==> src/rtl/imm_ext_sequencer.sv <==
// Immediate-extension sequencer: decodes an 11-bit immediate field into a 16-bit operand
// behind a registered valid/ready output stage. IMM_PREFIX_EN enables the PREFIX upper-byte sequence.
module imm_ext_sequencer (
  input  logic        clk,
  input  logic        reset,
  input  logic        flush,
  input  logic        in_valid,
  output logic        in_ready,
  input  logic [2:0]  in_fmt,
  input  logic [10:0] in_field,
  output logic        out_valid,
  input  logic        out_ready,
  output logic [15:0] out_imm,
  output logic        out_prefixed,
  output logic        prefix_pending
);

  // Handshake: a transfer happens on a rising edge where valid && ready. A producer holds its
  // payload stable while valid && !ready; ready never depends on the payload of the same side.
  localparam logic [2:0] FMT_SE8    = 3'd0;
  localparam logic [2:0] FMT_ZE8    = 3'd1;
  localparam logic [2:0] FMT_ZE3    = 3'd2;
  localparam logic [2:0] FMT_ZE7    = 3'd3;
  localparam logic [2:0] FMT_ZE5    = 3'd4;
  localparam logic [2:0] FMT_SE6    = 3'd5;
  localparam logic [2:0] FMT_SE11   = 3'd6;

  function automatic logic [15:0] ext_imm(input logic [2:0] fmt, input logic [10:0] x);
    logic [15:0] r;
    case (fmt)
      FMT_SE8:  r = {{8{x[7]}}, x[7:0]};
      FMT_ZE8:  r = {8'h00, x[7:0]};
      FMT_ZE3:  r = {13'h0000, x[2:0]};
      FMT_ZE7:  r = {9'h000, x[6:0]};
      FMT_ZE5:  r = {11'h000, x[4:0]};
      FMT_SE6:  r = {{10{x[5]}}, x[5:0]};
      FMT_SE11: r = {{5{x[10]}}, x[10:0]};
      default:  r = {8'h00, x[7:0]};  // fmt 7 without prefix support behaves as ZE8
    endcase
    return r;
  endfunction

  logic        accept;
  logic [15:0] ext_val;

  assign in_ready = !flush && (!out_valid || out_ready);
  assign accept   = in_valid && in_ready;
  assign ext_val  = ext_imm(in_fmt, in_field);

`ifdef IMM_PREFIX_EN
  typedef enum logic {IDLE, PFX} state_t;

  state_t     state;
  logic [7:0] pfx_hi;
  logic       is_pfx;

  assign is_pfx         = (in_fmt == 3'd7);
  assign prefix_pending = (state == PFX);

  always_ff @(posedge clk or posedge reset) begin
    if (reset) begin
      state        <= IDLE;
      pfx_hi       <= 8'h00;
      out_valid    <= 1'b0;
      out_imm      <= 16'h0000;
      out_prefixed <= 1'b0;
    end else if (flush) begin
      state     <= IDLE;
      pfx_hi    <= 8'h00;
      out_valid <= 1'b0;
    end else begin
      if (accept && !is_pfx) begin
        out_valid <= 1'b1;
        if (state == PFX) begin
          out_imm      <= {pfx_hi, ext_val[7:0]};
          out_prefixed <= 1'b1;
        end else begin
          out_imm      <= ext_val;
          out_prefixed <= 1'b0;
        end
        state <= IDLE;
      end else if (out_ready) begin
        out_valid <= 1'b0;
      end
      // A prefix only arms the upper byte; the output stage is untouched by it.
      if (accept && is_pfx) begin
        pfx_hi <= in_field[7:0];
        state  <= PFX;
      end
    end
  end
`else
  assign prefix_pending = 1'b0;
  assign out_prefixed   = 1'b0;

  always_ff @(posedge clk or posedge reset) begin
    if (reset) begin
      out_valid <= 1'b0;
      out_imm   <= 16'h0000;
    end else if (flush) begin
      out_valid <= 1'b0;
    end else if (accept) begin
      out_valid <= 1'b1;
      out_imm   <= ext_val;
    end else if (out_ready) begin
      out_valid <= 1'b0;
    end
  end
`endif

endmodule

==> config.mk <==
export PLATFORM = sky130hd
export DESIGN_NAME = imm_ext_sequencer
export DESIGN_NICKNAME = d
export VERILOG_FILES = /design/src/rtl/imm_ext_sequencer.sv
export SDC_FILE = /design/constraint.sdc
export NUM_CORES = 1
export LEC_CHECK = 0
export CAP_MARGIN = 15
export CORE_MARGIN = 5
export CORE_UTILIZATION = 37
export CTS_CLUSTER_DIAMETER = 30
export DETAILED_ROUTE_END_ITERATION = 10
export PLACE_DENSITY = 0.87
export SLEW_MARGIN = 30
export SYNTH_ARGS = -nofsm -noshare
export SYNTH_HDL_FRONTEND = slang
export SYNTH_SLANG_ARGS = --single-unit
==> constraint.sdc <==
create_clock -name clk -period 1.5 [get_ports clk]
set_clock_uncertainty 0.15 [all_clocks]
set_input_delay 0.225 -clock clk [delete_from_list [all_inputs] [get_ports clk]]
set_output_delay 0.225 -clock clk [all_outputs]
set_load 0.02 [all_outputs]
---- Word level (Yosys, flattened, before mapping) ----
Cells that the tools add are included.
word-level totals
  flip-flop bits (word level) ............. 17
  bits of input ports ..................... 19
  logic and storage cells ................. 20
  output and inout bits ................... 20
cells by class
  reductions and logical operators ........ 8
  eq/ne operators ......................... 5
  bitwise gates (word level) .............. 1
  mux-type cells .......................... 4
operators with widths
  operator                                       number
  one-hot mux 16 bit (6 select lines)            1
  == test 3 bit, second input constant           3
  == test 3 x 2 -> 1 bit, second input constant  2
  zero test 3 bit                                1
  two-way mux 1 bit                              3
  nonzero test 3 bit                             1
  logical AND 1 bit                              2
  zero test 1 bit                                2
  AND reduction 2 bit                            1
  logical OR 1 bit                               1
  inverter 1 bit                                 1

---- Longest topological paths before layout ----
Gate-level depths: netlist (run 1).
  depth in word-level cells ............... 6
  depth in mapped cells ................... 4
  mapped depth without buffers ............ 3

---- Worst setup path after synthesis (run 1) ----
No wires, ideal clock.
  kind .................................... register to register
  start ................................... register out_valid
  end ..................................... register out_imm[0]
  arrival ................................. 1,202 ps
  clock period less this slack ............ 1,477 ps
  cell stages (with the launch flop) ...... 5
  path slack .............................. 23 ps
  library setup time ...................... 125 ps
  data required time ...................... 1,225 ps
  path buffers ............................ 1
  cells stage by stage .................... dfrtp_1 -> nand2b_4 -> and3_4 -> buf_6 -> mux2_4
on the way
  cells in the longest elaborated chain, start to end .. 5
RTL lines
  item                           RTL line  RTL
  start, declared                11        output logic out_valid,
  start signal, assigned         98        out_valid <= 1'b0;
  start signal, assigned         101       out_valid <= 1'b0;
  start signal, assigned         103       out_valid <= 1'b1;
  zero test 1 bit                46        assign in_ready = !flush && (!out_valid || out_ready);
  logical OR 1 bit               46
  logical AND 1 bit              46
  logical AND 1 bit              47        assign accept = in_valid && in_ready;
  AND reduction 2 bit (no line)  -
  end signal, assigned           104       out_imm <= ext_val;
  end, declared                  13        output logic [15:0] out_imm,
No other way between the ends.
A chain may end at the register's enable or synchronous reset.

---- Worst setup path in the final report (run 1) ----
  start ................................... register out_valid
  end ..................................... output port in_ready
on the way
  cells in the longest elaborated chain, start to end .. 3
RTL lines
  item               RTL line  RTL
  zero test 1 bit    46
  logical OR 1 bit   46
  logical AND 1 bit  46
  end, declared      8         output logic in_ready,
No other way between the ends.

==> impl_metrics.json, run 1 <==
{
  "synthTopCellsByArea": "dfrtp_1 (44%), a31oi_1 (9.2%), buf_4 (7.7%)",
  "ios": 39,
  "post_cts_buffers": 0,
  "status": "complete, no violations",
  "crit_buf_inv": 1,
  "drive_above_1_share_pct": 18.35,
  "cp_max_fo": 2,
  "ys_dominant_reg_cell": "dfrtp_1",
  "drv_slew": 0,
  "p_per_area_nw_per_um2": 904.4,
  "synth.yosys.warnings": 0,
  "grt_pass1_wl_um": 2622,
  "netlist_instances": 67,
  "fmax_ghz": 0.6912,
  "numCtsBuffers": 3,
  "grt-ovfl-total": 0,
  "drc": 0,
  "ir_drop_uv": 402.1,
  "ys_seq_area_share_pct": 44.28,
  "cts_buffer_depth": 2,
  "port_buffers": 36,
  "p_leak_nw": 0.5308,
  "cp-start-kind": "flip-flop",
  "crit_path_end_kind": "output pin",
  "drt-wirelength-per-cell_um": 11.85,
  "r2r_slack_ns": 0.09,
  "clock_sinks": 12,
  "cp_top_family": "flip-flops",
  "die_area_um2": 2789,
  "initialDrtViolationCount": 6,
  "start_util_pct": 39.28,
  "clock_latency_ns": 0.26,
  "final_cell_mix": "clkdlybuf4s50_1 (17), dlygate4sd2_1 (16), dfrtp_1 (12)",
  "layout_setup_ws_ns": 0.05321,
  "syn_to_final_growth_pct": 60.33,
  "post-place-ws_ns": -0.4814,
  "r2r_start": "out_valid",
  "required_ns": 1.12,
  "rsz0062_at_grt": "yes",
  "grt_max_degree": 13,
  "power_w": 0.0009834,
  "yosysTopAreaCell": "dfrtp_1",
  "rr_worst_depth": 4,
  "slowest_stage": "dfrtp_1",
  "period_share_pct": 96.45,
  "hold_class": "in -> async",
  "diodes": 0,
  "hpwl_um": 1337,
  "nNetsFinal": 130,
  "synth-edff-count": 0,
  "synth_area_um2": 678.2,
  "dr_total_vias": 625,
  "critPathArrivalTime_ns": 1.07,
  "synth_top_area_share_pct": 44.28,
  "ys_ff_latch": 12,
  "final-hold-violation-count": 0,
  "drv_cap": 0,
  "viasPerCell": 4.664,
  "layout_commonest_cell": "clkdlybuf4s50_1",
  "dp.cells": 131,
  "max_stage_delay_ns": 0.38,
  "routed_wl_um": 1588,
  "r2r_end": "out_imm[2]",
  "synth_cell_types": 24,
  "path_class": "reg -> out",
  "ant_nets": 0,
  "clk_pin_slew_ns": 0.07,
  "gp_congestion": 0.7737,
  "cts-hold-fix-buffers": 0,
  "row_count": 15,
  "core_region_area_um2": 1727,
  "die_h_um": 52.81,
  "avgSynthCellArea_um2": 10.12,
  "dr.pass1.iters": 4,
  "async_reset_ff_share_pct": 100.0,
  "track_usage_pct": 12.77,
  "fin_crit_ns": 1.447,
  "path_cells": "and2b_1 > nor2_1 > buf_4",
  "dieWidth_um": 52.81,
  "final_core_util_pct": 62.97,
  "grt_pass1_vias": 626,
  "instances_no_fill": 134,
  "antenna_found_initial": 0,
  "htreeDepth": 1,
  "cts_tree": "done",
  "final-setup-viol-count": 0,
  "root_buffer": "clkbuf_4"
}
[cells in the mapped netlist (all sizes together) (2+ instances only)]
cell,n
o21ai,2
o21bai,2
nand2,6
and3b,2
buf,8
inv,5
dfrtp,12
nor2,3
a31oi,10
mux2,3
mux2i,3
and3,2
[flip-flops by register name (all words and copies together), names as in the netlist]
name	count
out_imm	11
out_valid	1
[power breakdown]
group | switching, W | total [W] | internal [W]
logic | 0.000205 | 0.000393 | 0.000188
clock network | 0.0000927 | 0.000185 | 0.0000928
registers | 0.0000285 | 0.000405 | 0.000377
[worst max path at each step]
stage,end,cells past startpoint,start
6_report,in_ready,3,out_valid
5_1_grt,in_ready,3,out_valid
4_1_cts,in_ready,4,out_ready
3_5_place_dp,in_ready,4,out_ready
3_3_place_gp,in_ready,4,out_ready
2_1_floorplan,out_imm[0],4,out_valid
[routing by layer]
layer | GRT usage (%) | routed length [um] | vias to the layer above
met5 | 0 | 0 | -
met4 | 6.383 | 27 | 0
met3 | 3.419 | 161 | 5
met2 | 21.49 | 721 | 31
met1 | 14.69 | 676 | 280
li1 | - | - | 309
[cells by family (layout without fill, tap and decap cells)]
family,count (synthesis),in the layout,share of synthesized area (%)
compound gates,14,14,12.91
xor+xnor,1,1,1.292
buf+inv,13,54,12.18
flops,12,12,44.28
mux,6,6,10.52
other cells,1,2,0.5530
simple gates,20,20,18.27
[area by class of cell]
| class | count | area (um^2) |
|---|---|---|
| flip-flops and latches | 12 | 300.3 |
| repair buffers | 46 | 415.4 |
| well taps | 25 | 31.28 |
| clock buffers | 3 | 22.52 |
| multi-input cells | 43 | 299.0 |
| fillers | 160 | 639.4 |
| inverters | 5 | 18.77 |
[worst reg2reg max path: stages, from the launching register on]
cell	delay [ns]
dfrtp_1	0.38
buf_4	0.14
nand2b_4	0.06
and3_4	0.23
mux2_2	0.34
[repair_timing]
item,in CTS,in global routing
gates resized for setup,22,2
setup endpoints to repair,18,2
cloned,0,0
pin swaps,0,1
[stage by stage]
| step | TNS (ns) | hold slack (ns) | cell area (um^2) |
|---|---|---|---|
| after global placement | -1.598 | 0.3384 | 1085 |
| after floorplan | 0 | -0.06030 | 681.9 |
| after detailed placement | -1.831 | 0.3460 | 1085 |
| after global routing | -0.005952 | 0.1489 | 1087 |
| after CTS | -0.01964 | 0.1184 | 1084 |
| final | 0 | 0.1111 | 1087 |
(Power assumes the default switching activity.)
==> run 2, diff against run 1 <==
--- a/config.mk
+++ b/config.mk
@@ -6,7 +6,6 @@
 export NUM_CORES = 1
 export LEC_CHECK = 0
 export CAP_MARGIN = 15
-export CORE_MARGIN = 5
 export CORE_UTILIZATION = 37
 export CTS_CLUSTER_DIAMETER = 30
 export DETAILED_ROUTE_END_ITERATION = 10
==> run 2 against run 1 <==
Net effect:
- non-clock buffer count rose by 1
- via count grew 7.5%
- hold slack worse by 0.0051 ns
- critical endpoint unchanged
- largest cell class unchanged
- largest power group unchanged
- highest routed layer unchanged
==> impl_metrics.json, run 2 (synthesis results as in run 1) <==
{
  "dr.pass1.iters": 4,
  "cp_max_fo": 2,
  "core_region_area_um2": 1727,
  "startpoint": "out_valid",
  "r2r_end": "out_imm[2]",
  "drv_slew": 0,
  "drive_above_1_share_pct": 19.82,
  "crit_path_end_kind": "output pin",
  "start_util_pct": 39.28,
  "critPathArrivalTime_ns": 1.08,
  "dr_total_vias": 672,
  "required_ns": 1.12,
  "numCtsBuffers": 3,
  "dieWidth_um": 44.81,
  "hold_class": "in -> async",
  "grt-ovfl-total": 0,
  "largestRegisters": "out_imm: 11 flops, out_valid: 1 flops",
  "final-setup-viol-count": 0,
  "power_w": 0.001053,
  "slowest_stage": "dfrtp_1",
  "layout_commonest_cell": "clkdlybuf4s50_1",
  "final_cell_mix": "clkdlybuf4s50_1 (17), dlygate4sd2_1 (16), dfrtp_1 (12), buf_4 (12), a31oi_1 (10)",
  "max_stage_delay_ns": 0.38,
  "status": "complete, no violations",
  "syn_to_final_growth_pct": 63.47,
  "drc": 0,
  "path_cells": "and2b_1 > nor2_1 > buf_4",
  "drv_cap": 0,
  "die_area_um2": 2008,
  "cts_buffer_depth": 2,
  "ios": 39,
  "grt_pass1_vias": 639,
  "diodes": 0,
  "fmax_ghz": 0.6857,
  "hpwl_um": 1275,
  "r2r_slack_ns": 0.09,
  "cts_tree": "done",
  "cp-start-kind": "flip-flop",
  "die_h_um": 44.81,
  "ant_nets": 0,
  "fin_crit_ns": 1.458,
  "grt_pass1_wl_um": 2525,
  "clock_sinks": 12,
  "routed-wl-met2_um": 766,
  "fillers": 148,
  "grt_max_degree": 13,
  "port_buffers": 36,
  "wirelength_met1_um": 628,
  "clock_latency_ns": 0.27,
  "ir_drop_uv": 400.9,
  "viasPerCell": 4.941,
  "r2r_start": "out_valid",
  "fin_tns_setup_ns": 0,
  "initialDrtViolationCount": 10,
  "p_leak_nw": 0.5428,
  "nNetsFinal": 131,
  "largest-register": "out_imm",
  "p_per_area_nw_per_um2": 949.4,
  "track_usage_pct": 17.27,
  "root_buffer": "clkbuf_4",
  "final-hold-violation-count": 0,
  "rr_worst_depth": 4,
  "htreeDepth": 1,
  "routed_wl_um": 1558,
  "met3_length_um": 124,
  "antenna_found_initial": 0,
  "routed.top_layer": "met4",
  "gp_congestion": 0.7488,
  "period_share_pct": 97.23,
  "drt-wirelength-per-cell_um": 11.46,
  "cts-hold-fix-buffers": 0,
  "clk_pin_slew_ns": 0.07,
  "path_class": "reg -> out",
  "row_count": 15,
  "largest_reg_flops": 11,
  "hold_slack_ns": 0.1060
}
[run 2: worst max-delay path by stage]
stage,to,cells after the start
final,in_ready,3
after global routing,in_ready,3
after CTS,in_ready,4
after detailed placement,in_ready,4
after global placement,in_ready,4
after floorplan,out_imm[0],4
[run 2: repair_timing]
item / 4_1_cts / 5_1_grt
buffers inserted: 0 / 1
gates resized for setup: 22 / 2
setup endpoints to repair: 18 / 2
[run 2: stage by stage]
step | std cells | instance area, um^2 | worst slack [ns] | util, %
after floorplan | 68 | 681.9 | 0.02270 | -
after global placement | 131 | 1085 | -0.4289 | 62.83
after detailed placement | 131 | 1085 | -0.4522 | 62.83
after CTS | 135 | 1097 | 0.003110 | 63.55
after global routing | 136 | 1109 | -0.008319 | 64.20
final | 136 | 1109 | 0.04154 | 64.20
[run 2: worst max-delay path, delay by kind of cell, from the launching register on]
kind,cells,cell delay [ns]
flops,1,0.38
simple gates,2,0.28
buf+inv,1,0.15
[run 2: final cells by class]
type	count	area, um^2	share of cell area, %
clock buffer	4	36.28	3.273
timing repair buffer	47	422.9	38.15
multi-input combinational	43	299.0	26.98
inverter	5	18.77	1.693
sequential	12	300.3	27.09
tap	25	31.28	2.822
[run 2: metal layers]
| layer | up-vias | global-route usage, % |
|---|---|---|
| li1 | 313 | - |
| met1 | 316 | 18.67 |
| met2 | 36 | 30.29 |
| met3 | 7 | 4.400 |
| met4 | 0 | 10.30 |
| met5 | - | 0 |
[run 2: report_power, final]
group          internal (W)  total [W]  switching, W
sequential         0.000376   0.000405     0.0000289
clock              0.000148   0.000250      0.000103
combinational      0.000189   0.000397      0.000208
==> run 3, diff against run 2 <==
--- a/config.mk
+++ b/config.mk
@@ -10,7 +10,7 @@
 export CTS_CLUSTER_DIAMETER = 30
 export DETAILED_ROUTE_END_ITERATION = 10
 export PLACE_DENSITY = 0.87
-export SLEW_MARGIN = 30
+export SLEW_MARGIN = 20
 export SYNTH_ARGS = -nofsm -noshare
 export SYNTH_HDL_FRONTEND = slang
 export SYNTH_SLANG_ARGS = --single-unit
==> results of run 3 <==
The final DEF is identical to that of run 2; final timing and power are the same.
